## config.mk

```make
export PLATFORM = sky130hd
export DESIGN_NAME = bin_to_bcd_display_flat
export DESIGN_NICKNAME = d
export VERILOG_FILES = /design/src/rtl/bin_to_bcd_display_if.sv /design/src/rtl/bin_to_bcd_display.sv /design/src/flat_wrapper.sv
export SDC_FILE = /design/constraint.sdc
export NUM_CORES = 1
export LEC_CHECK = 0
export CAP_MARGIN = 20
export CORE_MARGIN = 3
export CORE_UTILIZATION = 45
export CTS_CLUSTER_DIAMETER = 30
export CTS_CLUSTER_SIZE = 8
export DETAILED_ROUTE_END_ITERATION = 10
export DONT_BUFFER_PORTS = 1
export PLACE_DENSITY = 0.59
export SETUP_SLACK_MARGIN = 0.2
export SLEW_MARGIN = 20
export SYNTH_ARGS = -nofsm -noshare
export SYNTH_HDL_FRONTEND = slang
export SYNTH_SLANG_ARGS = --single-unit
```

## constraint.sdc

```tcl
create_clock -name clk5 -period 2.05 [get_ports clk5]
set_input_delay 0 -clock clk5 [delete_from_list [all_inputs] [get_ports clk5]]
set_output_delay 0 -clock clk5 [all_outputs]
set_load 0.01 [all_outputs]
```

## src/rtl/bin_to_bcd_display_if.sv

```systemverilog
// Bundle of the converter's request/result signals between a requester and the
// binary-to-BCD display converter.
interface bin_to_bcd_display_if;
    logic        start;
    logic [13:0] bin;
    logic        busy;
    logic        done;
    logic [15:0] bcd;
    logic        ovf;

    modport master (
        output start,
        output bin,
        input  busy,
        input  done,
        input  bcd,
        input  ovf
    );

    modport slave (
        input  start,
        input  bin,
        output busy,
        output done,
        output bcd,
        output ovf
    );
endinterface

```

## src/rtl/bin_to_bcd_display.sv

```systemverilog
// Sequential shift-and-add-3 converter: turns a 14-bit binary value into four packed
// BCD digits for the 7-segment display, one input bit per clock, 14 clocks per result.
module bin_to_bcd_display #(
    parameter logic [13:0] MAX_BIN   = 14'd9999,
    parameter logic [15:0] CLAMP_BCD = 16'h9999
) (
    input  logic                  clk5,
    input  logic                  reset,
    bin_to_bcd_display_if.slave   bus
);

    localparam logic [0:0] ST_IDLE  = 1'b0;
    localparam logic [0:0] ST_SHIFT = 1'b1;
    localparam logic [3:0] LAST_CNT = 4'd13;

    logic [0:0]  state_q, state_d;
    logic [29:0] sreg_q,  sreg_d;
    logic [3:0]  count_q, count_d;
    logic        over_q,  over_d;
    logic        busy_q,  busy_d;
    logic        done_q,  done_d;
    logic [15:0] bcd_q,   bcd_d;
    logic        ovf_q,   ovf_d;

    logic [29:0] corr_s;
    logic [29:0] shifted_s;

    // Digit correction: a nibble of 5..9 becomes 8..12, so the shift carries into the next digit.
    function automatic logic [3:0] add3(input logic [3:0] nib);
        logic [3:0] res;
        if (nib >= 4'd5) begin
            res = nib + 4'd3;
        end else begin
            res = nib;
        end
        return res;
    endfunction

    // Correct all four BCD digits in parallel, then shift the whole register left by one.
    always_comb begin
        corr_s         = sreg_q;
        corr_s[29:26]  = add3(sreg_q[29:26]);
        corr_s[25:22]  = add3(sreg_q[25:22]);
        corr_s[21:18]  = add3(sreg_q[21:18]);
        corr_s[17:14]  = add3(sreg_q[17:14]);
        shifted_s      = {corr_s[28:0], 1'b0};
    end

    // Conversion sequencing and result register update.
    always_comb begin
        state_d = state_q;
        sreg_d  = sreg_q;
        count_d = count_q;
        over_d  = over_q;
        busy_d  = busy_q;
        done_d  = 1'b0;
        bcd_d   = bcd_q;
        ovf_d   = ovf_q;
        case (state_q)
            ST_IDLE: begin
                if (bus.start) begin
                    sreg_d  = {16'h0000, bus.bin};
                    count_d = 4'd0;
                    over_d  = (bus.bin > MAX_BIN);
                    busy_d  = 1'b1;
                    state_d = ST_SHIFT;
                end else begin
                    busy_d  = 1'b0;
                end
            end
            ST_SHIFT: begin
                sreg_d  = shifted_s;
                count_d = count_q + 4'd1;
                // The final shift lands the finished digits in the upper 16 bits.
                if (count_q == LAST_CNT) begin
                    bcd_d   = over_q ? CLAMP_BCD : shifted_s[29:14];
                    ovf_d   = over_q;
                    done_d  = 1'b1;
                    busy_d  = 1'b0;
                    state_d = ST_IDLE;
                end else begin
                    busy_d  = 1'b1;
                end
            end
            default: begin
                busy_d  = 1'b0;
                state_d = ST_IDLE;
            end
        endcase
    end

    // State and output registers with synchronous reset.
    always_ff @(posedge clk5) begin
        if (reset) begin
            state_q <= ST_IDLE;
            sreg_q  <= 30'd0;
            count_q <= 4'd0;
            over_q  <= 1'b0;
            busy_q  <= 1'b0;
            done_q  <= 1'b0;
            bcd_q   <= 16'h0000;
            ovf_q   <= 1'b0;
        end else begin
            state_q <= state_d;
            sreg_q  <= sreg_d;
            count_q <= count_d;
            over_q  <= over_d;
            busy_q  <= busy_d;
            done_q  <= done_d;
            bcd_q   <= bcd_d;
            ovf_q   <= ovf_d;
        end
    end

    assign bus.busy = busy_q;
    assign bus.done = done_q;
    assign bus.bcd  = bcd_q;
    assign bus.ovf  = ovf_q;

endmodule

```

## src/flat_wrapper.sv

```systemverilog
// flat-port wrapper written by rule: the top's interface ports become plain ports
module bin_to_bcd_display_flat 
#(
    parameter logic [13:0] MAX_BIN   = 14'd9999,
    parameter logic [15:0] CLAMP_BCD = 16'h9999
)
  (clk5, reset, bus_start, bus_bin, bus_busy, bus_done, bus_bcd, bus_ovf);
  bin_to_bcd_display_if bus_i ();
  input  logic clk5;
  input  logic reset;
  input wire logic [$bits(bus_i.start)-1:0] bus_start;
  input wire logic [$bits(bus_i.bin)-1:0] bus_bin;
  output wire logic [$bits(bus_i.busy)-1:0] bus_busy;
  output wire logic [$bits(bus_i.done)-1:0] bus_done;
  output wire logic [$bits(bus_i.bcd)-1:0] bus_bcd;
  output wire logic [$bits(bus_i.ovf)-1:0] bus_ovf;
  assign bus_i.start = bus_start;
  assign bus_i.bin = bus_bin;
  assign bus_busy = bus_i.busy;
  assign bus_done = bus_i.done;
  assign bus_bcd = bus_i.bcd;
  assign bus_ovf = bus_i.ovf;
  bin_to_bcd_display #(.MAX_BIN(MAX_BIN), .CLAMP_BCD(CLAMP_BCD)) u_core (.clk5(clk5), .reset(reset), .bus(bus_i));
endmodule
```

# After elaboration in Yosys (flattened, before gate mapping)
# Index checks and enable logic that the tools add are counted.
# classes
magnitude_cmp	5
n_reduce_logical	3
eq_ne	2
add_sub_neg	5
bitwise_logic	1
mux	13
# op_table
operator	count
case mux 30 bit (2 select lines)	1
two-way mux 30 bit	1
>= comparator 4 x 3 -> 1 bit, second input constant	4
two-way mux 16 bit	1
two-way mux 4 bit	4
> comparator 14 bit, second input constant	1
adder 4 x 2 -> 4 bit, second input constant	3
case mux 4 bit (2 select lines)	1
adder 4 x 1 -> 4 bit, second input constant	1
equality test 4 bit, second input constant	1
AND reduction 2 bit	2
adder 3 x 2 -> 3 bit, second input constant	1
two-way mux 1 bit	3
two-way mux 3 bit	1
!= test 2 bit, second input constant	1
case mux 1 bit (2 select lines)	1
OR reduction 2 bit	1
inverter 1 bit	1
# totals
regBits	54
out_inout_bits	19
in_bits	17
elab_cells	36

# Longest topological paths before layout
# Gate-level depths: netlist of run 1.
# logic_depth
ltp_word	3
mapped_depth	6
depth_no_buf	6

# Least setup slack after synthesis of run 1
# OpenSTA, ideal clock, no wires.
# synth_timing
path_kind	reg2reg
start	reg u_core.sreg_q[23]
end	reg u_core.bcd_q[10], in the netlist u_core.bus.bcd[10]
n_path_buf	0
required_ns	1.983
setup_time_ns	0.067
stages_incl_launch_ff	7
arrival_time_ns	1.358
path_slack_ns	0.625
path_cell_list	dfxtp_1 -> inv_1 -> ha_1 -> nand2b_1 -> a21oi_1 -> mux2_2 -> o21ai_2
# synth_between
elab_chain_cells	3
word_cells_on_any_way	4
# synth_rtl
element	line_no	source
start, declared	bin_to_bcd_display.sv:17	logic [29:0] sreg_q, sreg_d;
start signal, assigned	bin_to_bcd_display.sv:105	sreg_q <= sreg_d;
adder 4 x 2 -> 4 bit / >= comparator 4 x 3 -> 1 bit (equally long branches)	bin_to_bcd_display.sv:32, bin_to_bcd_display.sv:31	
two-way mux 4 bit *	bin_to_bcd_display.sv:31	if (nib >= 4'd5) begin
two-way mux 16 bit *	bin_to_bcd_display.sv:76	bcd_d = over_q ? CLAMP_BCD : shifted_s[29:14];
end signal, assigned	bin_to_bcd_display.sv:101	bcd_q <= 16'h0000;
end signal, assigned	bin_to_bcd_display.sv:110	bcd_q <= bcd_d;
end, declared	bin_to_bcd_display.sv:22	logic [15:0] bcd_q, bcd_d;
# Mark *: on every way between the ends. The rest lies on a longest branch, timed or not.
# A chain may end at the register's enable or synchronous reset.

==> results of run 1 <==
==> cell usage after synthesis <==
cell | count | share of area, %
nor4_1 | 1 | 0.25
nand3b_1 | 10 | 3.0
mux2i_1 | 14 | 5.6
buf_6 | 1 | 0.45
o22ai_1 | 4 | 1.0
and4_1 | 1 | 0.35
nand4_2 | 1 | 0.50
dfxtp_1 | 54 | 43
nand2_1 | 7 | 1.1
ha_1 | 10 | 5.0
xnor2_1 | 4 | 1.4
clkbuf_1 | 8 | 1.2
or2_2 | 1 | 0.25
a211oi_1 | 3 | 0.90
a41oi_1 | 1 | 0.35
o41ai_1 | 1 | 0.35
o21ai_2 | 8 | 2.8
buf_4 | 2 | 0.60
mux2_2 | 4 | 1.8
o31a_1 | 1 | 0.35
nor2_1 | 44 | 6.6
a21oi_1 | 29 | 5.8
nor3b_1 | 7 | 2.1
inv_1 | 13 | 2.0
nor2b_1 | 1 | 0.25
o32ai_1 | 11 | 3.9
nand2b_1 | 13 | 3.3
nand3_1 | 2 | 0.40
o21ai_0 | 9 | 1.8
or3_1 | 1 | 0.25
buf_2 | 9 | 1.8
nor3_1 | 7 | 1.4
==> routing by layer <==
| metal | wire, um | vias up |
|---|---|---|
| met5 | 0 | - |
| met3 | 383 | 6 |
| met2 | 2444 | 50 |
| met1 | 2391 | 899 |
| li1 | - | 1000 |
| met4 | 68 | 0 |
==> layout make-up <==
type                       instances  area (sq um)  share of cell area, %
sequential                        54          1085                  38.28
tap                               70         87.58                  3.091
clock inverter                     2         12.51                 0.4415
clock buffer                       6         82.58                  2.914
timing repair buffer              25         250.2                  8.830
multi-input combinational        195          1267                  44.72
inverter                          13         48.80                  1.722
==> kinds of logic after synthesis <==
logic type	after synthesis	synth area share, %
adders and majority gates	10	5.008
xor gates and xnor gates	4	1.402
buffers and inverters	33	6.009
and+or+nand+nor	96	19.68
DFF	54	43.27
muxes	18	7.411
AOI/OAI and AO/OA	67	17.23
==> worst max-delay path, cell delays in order, from the launching register on <==
cell,delay [ps]
dfxtp_4,470
buf_4,310
nor2_1,90
a21oi_1,140
nor2_1,50
dlygate4sd3_1,550
==> sequential cells by signal (all words and copies together) (netlist names) <==
signal and flops:
u_core.bus.bcd 16, u_core.bus.busy 1, u_core.bus.done 1, u_core.bus.ovf 1, u_core.count_q 4, u_core.over_q 1
u_core.sreg_q 30
==> worst paths after layout <==
check	to	slack (ps)	cells past startpoint
worst max register to register	u_core.sreg_q[6]	320	5
worst min register to register	u_core.sreg_q[4]	500	2
worst max-delay path	u_core.sreg_q[6]	320	5
worst min-delay path	u_core.sreg_q[13]	30	4
==> stage by stage <==
| stage | worst slack, ps | total power (uW) | util (%) | cell area, sq um |
|---|---|---|---|---|
| 6_report | 323.6 | 1856 | 54.11 | 2834 |
| 5_1_grt | 186.9 | 1955 | 54.11 | 2834 |
| 4_1_cts | 211.1 | 1896 | 54.83 | 2872 |
| 3_5_place_dp | 491.5 | 1212 | 48.04 | 2516 |
| 3_3_place_gp | 515.8 | 1211 | 48.04 | 2516 |
| 2_1_floorplan | 625.1 | 1218 | - | 2499 |
==> report_power, final <==
group / leakage, uW / switching [uW] / internal, uW / total, uW
sequential: 0.000438 / 20.4 / 1070 / 1090
combinational: 0.000544 / 80.0 / 74.9 / 155
clock: 0.0000472 / 339 / 272 / 611
total: 0.00103 / 439 / 1420 / 1860
==> timing repair <==
action | in CTS | in global routing
resized for setup | 0 | 1
endpoints found under the hold margin | 43 | 0
endpoints found under the setup margin | 0 | 5
hold buffers | 25 | 0
==> out/metrics.yaml, run 1 <==
power:
  vdd_drop_max_mv: 0.3405
  p_leak_uw: 0.001029
  powerDensity_nw_per_um2: 654.9
floorplan:
  die-area_sq_um: 6483
  core_sq_um: 5238
  ioPinCount: 36
  rows: 26
  die_x_um: 80.52
  start_util_pct: 47.71
  chipHeight_um: 80.52
worst_setup_path:
  crit_path_end_kind: "flip-flop"
  critPathLaunch: "u_core.bus.busy"
  rr_startpoint: "u_core.bus.busy"
  arrival_ps: 1930
  crit_type: "flip-flop to flip-flop"
  start_kind: "flip-flop"
  worstPathRequired_ps: 2250
  crit_path_max_fanout: 27
timing:
  post-route-min-period_ps: 1726
  finalCritPeriodShare_pct: 84.22
  setup_tns_ps: 0
  rsz0062_at_grt: "true"
  worst_pin_slew_ps: 942.2
  drv_slew: 0
  holdWs_ps: 25.92
  hold_viol: 0
  final-setup-viol-count: 0
  relSlewSlack_pct: 36.98
  fin_skew_ps: 9.485
  fmax_ghz: 0.5792
global_routing:
  grt_max_degree: 45
  top_usage_layer: "met2"
  grt_use_met2_pct: 29.88
  gr-usage-met1_pct: 22.16
  gr-usage-met3_pct: 5.493
  grt_pass1_vias: 1926
  antenna_found_initial: 0
  overflow: 0
  grt_first_pass_wirelength_um: 9101
  grtUsageTotal_pct: 17.87
finish:
  final_cell_mix: "53 x dfxtp_1, 44 x nor2_1, 29 x a21oi_1"
  nNetsFinal: 321
  antennaDiodeCount: 0
  layout-drive-gt1-share_pct: 9.492
  area_delta_synth_final_pct: 13.42
  final_cells: 365
  final.fill_count: 495
  final_common_cell: "dfxtp_1"
cts:
  cts_tree: "done"
  cts_root_buf: "clkbuf_8"
  numCtsBuffers: 5
  insertion_delay_ps: 310
  cts_sinks: 54
  clockBufferDepth: 2
  path_clk_slew_ps: 100
  post_cts_buffers: 0
  cts_max_level: 2
run_status:
  outcome: "finished clean"
routing:
  dr.first_iter.drc_count: 104
  ant_nets: 0
  first_pass_iters: 4
  routed_via_density: 5.356
  vias: 1955
  wire_per_inst_um: 14.48
  route.detailed.drc: 0
  wirelength_um: 5287
placed_design:
  dp_hpwl_um: 3359
  gp_congestion: 0.7923
  portBuffers: 0
  place_inst: 336
synth:
  avgSynthCellArea_sq_um: 8.860
  syn_area_sq_um: 2499
  synth_nets: 309
  yosysWarnings: 0
  ys_types: 32
  syn_inst: 282
  ys_ff_latch: 54
  ys_seq_area_share_pct: 43.26
job:
  cap_violations: 0
worst_hold_path:
  min_from: "bus_start"
  min_path_type: "primary input to flip-flop"
Power figures use the tool's default switching activity.
==> inputs of run 2 (changes only) <==
==> constraint.sdc (replaced) <==
create_clock -name clk5 -period 1.6 [get_ports clk5]
set_input_delay 0 -clock clk5 [delete_from_list [all_inputs] [get_ports clk5]]
set_output_delay 0 -clock clk5 [all_outputs]
set_load 0.01 [all_outputs]
==> out/metrics.yaml, run 2 (synthesis gave the netlist of run 1 again) <==
power:
  pwr-share-seq_pct: 54.7  # -4.0 points
  p_switching_uw: 578.6  # +32%
  powerDensity_nw_per_um2: 791.7  # +21%
  internal-power_uw: 1960  # +38%
  p_sw_share_pct: 22.79  # -0.87 points
  p_leak_uw: 0.001146  # +11%
  pwr-share-comb_pct: 9.1  # +0.8 points
  clkPwrFrac_pct: 36.2  # +3.3 points
  vdd_drop_max_mv: 0.5237  # +54%
placed_design:
  dp_hpwl_um: 3352  # -0.22%
  place_inst: 339  # +0.89%
  post-place-ws_ps: 112.3  # -379.1 ps
  gp_congestion: 0.8224  # +3.8%
  portBuffers: 0  # unchanged
cts:
  insertion_delay_ps: 310  # about the same
  cts_sinks: 54  # unchanged
  cts_tree: "done"
  path_clk_slew_ps: 100  # about the same
  cts_root_buf: "clkbuf_8"
  cts_max_level: 2  # unchanged
  clockBufferDepth: 2  # unchanged
  numCtsBuffers: 5  # unchanged
timing:
  worst_pin_slew_ps: 397.0  # -545.2 ps
  fmax_ghz: 0.7136  # +23%
  setup_tns_ps: 0  # unchanged
  final-setup-viol-count: 0  # unchanged
  holdWs_ps: -2.944  # -28.87 ps
  hold_viol: 2  # +2
  drv_slew: 0  # unchanged
  post-route-min-period_ps: 1401  # -325.0 ps
  finalCritPeriodShare_pct: 87.59  # +3.4 points
  fin_skew_ps: 8.388  # -1.097 ps
  fin_ws_ps: 198.6  # -125.0 ps
  rsz0062_at_grt: "true"
  relSlewSlack_pct: 73.25  # +36 points
finish:
  nNetsFinal: 335  # +4.4%
  antennaDiodeCount: 0  # unchanged
  final.fill_count: 447  # -9.7%
  final_common_cell: "dfxtp_1"
  multiInputGateArea_sq_um: 1486  # +17%
  top_register: "u_core.sreg_q"
  postLayoutCoreUtil_pct: 61.23  # +7.1 points
  final_cell_mix: "45 x dfxtp_1, 44 x nor2_1, 27 x dlygate4sd3_1"
  largest_register_ffs: 30  # unchanged
  area_delta_synth_final_pct: 28.34
  final_cells: 379  # +3.8%
  regArea_sq_um: 1092  # +0.69%
  layout-drive-gt1-share_pct: 24.27  # +15 points
global_routing:
  antenna_found_initial: 0  # unchanged
  grt_max_degree: 45  # unchanged
  grt_first_pass_wirelength_um: 9197  # +1.1%
  overflow: 0  # unchanged
  grt_pass1_vias: 1955  # +1.5%
  grtUsageTotal_pct: 18.13  # +0.26 points
floorplan:
  rows: 26  # unchanged
  start_util_pct: 47.71  # unchanged
  die-area_sq_um: 6483  # unchanged
  die_x_um: 80.52  # unchanged
  chipHeight_um: 80.52  # unchanged
  ioPinCount: 36  # unchanged
  core_sq_um: 5238  # unchanged
worst_setup_path:
  cp.buffers_inverters: 1  # -1
  critPathTopFamily: "flip-flops"
  crit_type: "flip-flop to flip-flop"
  crit_path_max_fanout: 4  # -85%
  start_kind: "flip-flop"
  arrival_ps: 1630  # -300 ps
  crit_path_end_kind: "flip-flop"
  crit_path_max_incr_delay_ps: 370  # -180 ps
  path_cells: "inv_4 > ha_4 > nand2b_4 > a21oi_4 > mux2_4 > o32ai_1"
  cp_slowest_cell: "dfxtp_2"
  worstPathRequired_ps: 1830  # -420 ps
routing:
  wirelength_um: 5670  # +7.2%
  wire_per_inst_um: 14.96  # +3.3%
  routed_via_density: 5.406  # +0.94%
  first_pass_iters: 4  # unchanged
  route.detailed.drc: 0  # unchanged
  ant_nets: 0  # unchanged
  dr.first_iter.drc_count: 97  # -6.7%
  vias: 2049  # +4.8%
worst_hold_path:
  min_path_type: "primary input to flip-flop"
job:
  cap_violations: 0  # unchanged
run_status:
  outcome: "finished with violations"
  violations: "negative hold slack"
run 2: cell count changes in the layout (fill, tap and decap cells not counted), moves of 4 or more:
| cell | before | now |
|---|---|---|
| a21oi_1 | 29 | 24 |
| a21oi_4 | 0 | 4 |
| buf_4 | 4 | 9 |
| dfxtp_1 | 53 | 45 |
| dfxtp_2 | 0 | 9 |
| dlygate4sd3_1 | 20 | 27 |
| ha_1 | 10 | 3 |
| ha_4 | 0 | 5 |
| inv_1 | 13 | 4 |
| inv_2 | 0 | 7 |
| mux2_2 | 4 | 0 |
| mux2_4 | 0 | 4 |
| nand2b_1 | 13 | 7 |
| nand2b_4 | 0 | 4 |
run 2: cell type report:
class	count	area share, %
multi-input combinational	195	46.35
timing repair buffer	39	11.86
tap	70	2.731
sequential	54	34.06
clock inverter	1	0.9364
inverter	13	1.678
clock buffer	7	2.380
run 2: repair_timing:
action,CTS,global route
resized for setup,24,35
setup endpoints to repair,13,33
hold buffers,32,0
pin swaps,4,6
hold endpoints to repair,43,0
buffers inserted,1,3
run 2: path summary, 6_finish.rpt:
path                            slack (ps)                end              start  depth (start not counted)
worst max-delay path                   200  u_core.sreg_q[24]  u_core.sreg_q[23]                          6
worst min-delay path                    -3  u_core.sreg_q[11]          bus_start                          4
worst max register to register         200  u_core.sreg_q[24]  u_core.sreg_q[23]                          6
worst min register to register         500  u_core.sreg_q[12]  u_core.sreg_q[11]                          2
run 2: tightest hold or removal path: cells and delay by family:
family / cells / cell delay, ps
mux: 1 / 50
compound gates: 1 / 50
simple gates: 2 / 170
run 2: per-layer routing:
metal	vias to the layer above	share of wire [%]	global-route usage, %
met5	-	0	0
met4	0	1.1	5.574
met3	6	4.3	4.709
met2	39	49	31.29
met1	969	45	21.91
li1	1035	-	-
run 2: per-stage QoR:
| step | cell area (sq um) | power [uW] | hold slack, ps |
|---|---|---|---|
| final | 3207 | 2539 | -2.944 |
| after global routing | 3207 | 2637 | 39.48 |
| after CTS | 3072 | 2555 | 21.58 |
| after detailed placement | 2550 | 1555 | 75.59 |
| after global placement | 2550 | 1554 | 73.41 |
| after floorplan | 2510 | 1560 | 158.9 |
run 2: power groups by stage:
| stage | clock, uW | combinational (uW) | sequential (uW) |
|---|---|---|---|
| after global routing | 984 | 259 | 1390 |
| after floorplan | 0 | 144 | 1420 |
| after CTS | 931 | 236 | 1390 |
| after detailed placement | 0 | 135 | 1420 |
| after global placement | 0 | 134 | 1420 |
| final | 918 | 231 | 1390 |
==> inputs of run 3 (changes only) <==
--- a/config.mk
+++ b/config.mk
@@ -5,6 +5,7 @@
 export SDC_FILE = /design/constraint.sdc
 export NUM_CORES = 1
 export LEC_CHECK = 0
+export ABC_AREA = 1
 export CAP_MARGIN = 20
 export CORE_MARGIN = 3
 export CORE_UTILIZATION = 45
==> out/metrics.yaml, run 3 <==
run_status:
  outcome: "finished clean"
finish:
  final.fill_count: 515  # +15%
  top_register: "u_core.sreg_q"
  final_common_cell: "nand2_1"
  antennaDiodeCount: 0  # unchanged
  layout-drive-gt1-share_pct: 10.64  # -14 points
  nNetsFinal: 402  # +20%
  final_cell_mix: "98 x nand2_1, 47 x dfxtp_1, 46 x inv_1"
  final_cells: 446  # +18%
  largest_register_ffs: 30  # unchanged
  area_delta_synth_final_pct: 18.21
synth:
  yosysWarnings: 0  # unchanged
  ys_ff_latch: 54  # unchanged
  ys_top_cells_by_area: "dfxtp_1 42%, nand2_1 15%, inv_1 6.8%"
  synthFlopType: "dfxtp_1"
  synth_most_common_cell: "nand2_1"
  syn_area_sq_um: 2549  # +2.0%
  synth_edf_count: 0  # unchanged
  synth.top_cell.area_share_pct: 42.42  # -0.85 points
  ys_top_cells_by_count: "99 x nand2_1, 54 x dfxtp_1, 46 x inv_1, 31 x nand3_1, 26 x a21oi_1"
  avgSynthCellArea_sq_um: 7.200  # -19%
  synth_top_area_cell: "dfxtp_1"
  synth_nets: 381  # +23%
  ys_seq_area_share_pct: 42.42  # -0.85 points
  ys_types: 25  # -22%
  syn_inst: 354  # +26%
  synth_async_sr_flop_share_pct: 0  # unchanged
timing:
  relSlewSlack_pct: 70.66  # -2.6 points
  worst_pin_slew_ps: 439.6  # +42.60 ps
  finalCritPeriodShare_pct: 80.30  # -7.3 points
  fin_skew_ps: 10.40  # +2.016 ps
  final-setup-viol-count: 0  # unchanged
  drv_slew: 0  # unchanged
  post-route-min-period_ps: 1285  # -116.7 ps
  setup_tns_ps: 0  # unchanged
  hold_viol: 0  # -2
  rsz0062_at_grt: "true"
  fmax_ghz: 0.7783  # +9.1%
placed_design:
  portBuffers: 0  # unchanged
  dp_hpwl_um: 3981  # +19%
  place_inst: 418  # +23%
  gp_congestion: 0.8004  # -2.7%
cts:
  insertion_delay_ps: 310  # about the same
  numCtsBuffers: 5  # unchanged
  cts_root_buf: "clkbuf_8"
  cts_tree: "done"
  cts_max_level: 2  # unchanged
  clockBufferDepth: 2  # unchanged
  cts_sinks: 54  # unchanged
  path_clk_slew_ps: 100  # about the same
worst_setup_path:
  worstPathRequired_ps: 1840  # about the same
  start_kind: "primary input"
  crit_path_end_kind: "flip-flop"
  reg2reg_depth: 6  # unchanged
  rr_startpoint: "u_core.count_q[0]"
  r2r-end: "u_core.bus.bcd[7]"
  arrival_ps: 1520  # -110 ps
  worst-r2r-setup-slack_ps: 320  # +120 ps
  crit_type: "primary input to flip-flop"
  crit_path_max_fanout: 13  # +9
routing:
  vias: 2281  # +11%
  wire_per_inst_um: 13.42  # -10%
  dr.first_iter.drc_count: 139  # +43%
  ant_nets: 0  # unchanged
  routed_via_density: 5.114  # -5.4%
  first_pass_iters: 4  # unchanged
  route.detailed.drc: 0  # unchanged
  wirelength_um: 5984  # +5.5%
global_routing:
  grtUsageTotal_pct: 18.81  # +0.68 points
  gr-usage-met1_pct: 23.32  # +1.4 points
  grt_pass1_vias: 1988  # +1.7%
  grt_max_degree: 25  # -44%
  grt_first_pass_wirelength_um: 9501  # +3.3%
  grt_use_met2_pct: 31.94  # +0.65 points
  overflow: 0  # unchanged
  gr-usage-met3_pct: 4.102  # -0.61 points
  antenna_found_initial: 0  # unchanged
  top_usage_layer: "met2"
power:
  powerDensity_nw_per_um2: 906.1  # +14%
  p_leak_uw: 0.001334  # +16%
  vdd_drop_max_mv: 0.4929  # -5.9%
floorplan:
  die-area_sq_um: 6602  # +1.8%
  core_sq_um: 5303  # +1.2%
  rows: 26  # unchanged
  start_util_pct: 48.07  # +0.36 points
  ioPinCount: 36  # unchanged
  chipHeight_um: 81.26  # +0.92%
  die_x_um: 81.26  # +0.92%
job:
  cap_violations: 0  # unchanged
worst_hold_path:
  min_path_type: "primary input to flip-flop"
  hold_end: "u_core.sreg_q[8]"
  hold_depth: 3  # -1
  min_from: "reset"
-- run 3: cell count changes in the layout (fill, tap and decap cells not counted), sizes merged, moves of 7 or more --
cell and delta:
mux2i -12, inv +34, o32ai -11, a22oi +10, nor3b -7, nand3 +29
o21ai +12, nor2 -29, nand4 +8, dlygate4sd3 -11, nand2 +93, nand2b -13
nand3b -10
-- run 3: worst max-delay path by stage --
stage,start,to,slack [ps],depth (start not counted)
2_1_floorplan,u_core.sreg_q[22],u_core.sreg_q[25],370,6
3_3_place_gp,u_core.count_q[1],u_core.bus.bcd[1],180,7
3_5_place_dp,u_core.count_q[1],u_core.bus.bcd[13],190,7
4_1_cts,u_core.count_q[0],u_core.bus.bcd[7],230,6
5_1_grt,u_core.count_q[1],u_core.bus.bcd[11],170,7
6_report,bus_start,u_core.sreg_q[26],320,5
-- run 3: through the flow --
stage / setup slack [ps] / instance area [sq um] / power [uW] / hold slack, ps / utilization, %
final: 315.2 / 3013 / 2730 / 62.39 / 56.82
after floorplan: 369.7 / 2549 / 1543 / 78.64 / -
after global placement: 184.8 / 2623 / 1575 / 72.88 / 49.46
after global routing: 173.8 / 3013 / 2829 / 95.69 / 56.82
after CTS: 226.7 / 2910 / 2725 / -268.1 / 54.88
after detailed placement: 190.1 / 2623 / 1574 / 74.77 / 49.46
-- run 3: timing repair --
| item | in CTS | in global routing |
|---|---|---|
| pin swaps | 0 | 3 |
| resized for setup | 1 | 15 |
| hold buffers | 14 | 3 |
| buffers inserted | 0 | 3 |
| endpoints found under the setup margin | 8 | 34 |
| hold endpoints to repair | 43 | 30 |
-- run 3: kinds of logic after synthesis --
| logic type | count (synthesis) | share of synthesized area, % |
|---|---|---|
| simple gates | 161 | 28.03 |
| buf+inv | 61 | 9.818 |
| mux | 2 | 0.7855 |
| compound gates | 66 | 14.04 |
| fa+ha+maj | 10 | 4.909 |
| flops | 54 | 42.42 |
-- run 3: per-layer routing --
layer,vias to the layer above,part of all wire (%)
met2,47,47
met5,-,0
met1,1026,47
met3,12,4.3
li1,1196,-
met4,0,2.0
-- run 3: final cells by class --
cell class / count / area (sq um) / area share (%)
Inverter: 47 / 178.9 / 5.939
Sequential cell: 54 / 1090 / 36.17
Multi-Input combinational cell: 239 / 1251 / 41.53
Tap cell: 70 / 87.58 / 2.907
Clock inverter: 2 / 60.06 / 1.993
Timing Repair Buffer: 28 / 262.8 / 8.721
Clock buffer: 6 / 82.58 / 2.741
-- run 3: worst max-delay path: stages --
cell and delay (ps):
dlygate4sd3_1 700, nor2_4 310, buf_4 280, nand2_1 80, a21oi_1 150
-- run 3: where the power goes --
| group | switching [uW] | internal (uW) |
|---|---|---|
| Combinational | 123 | 86.7 |
| Sequential | 21.1 | 1370 |
| Clock | 460 | 667 |
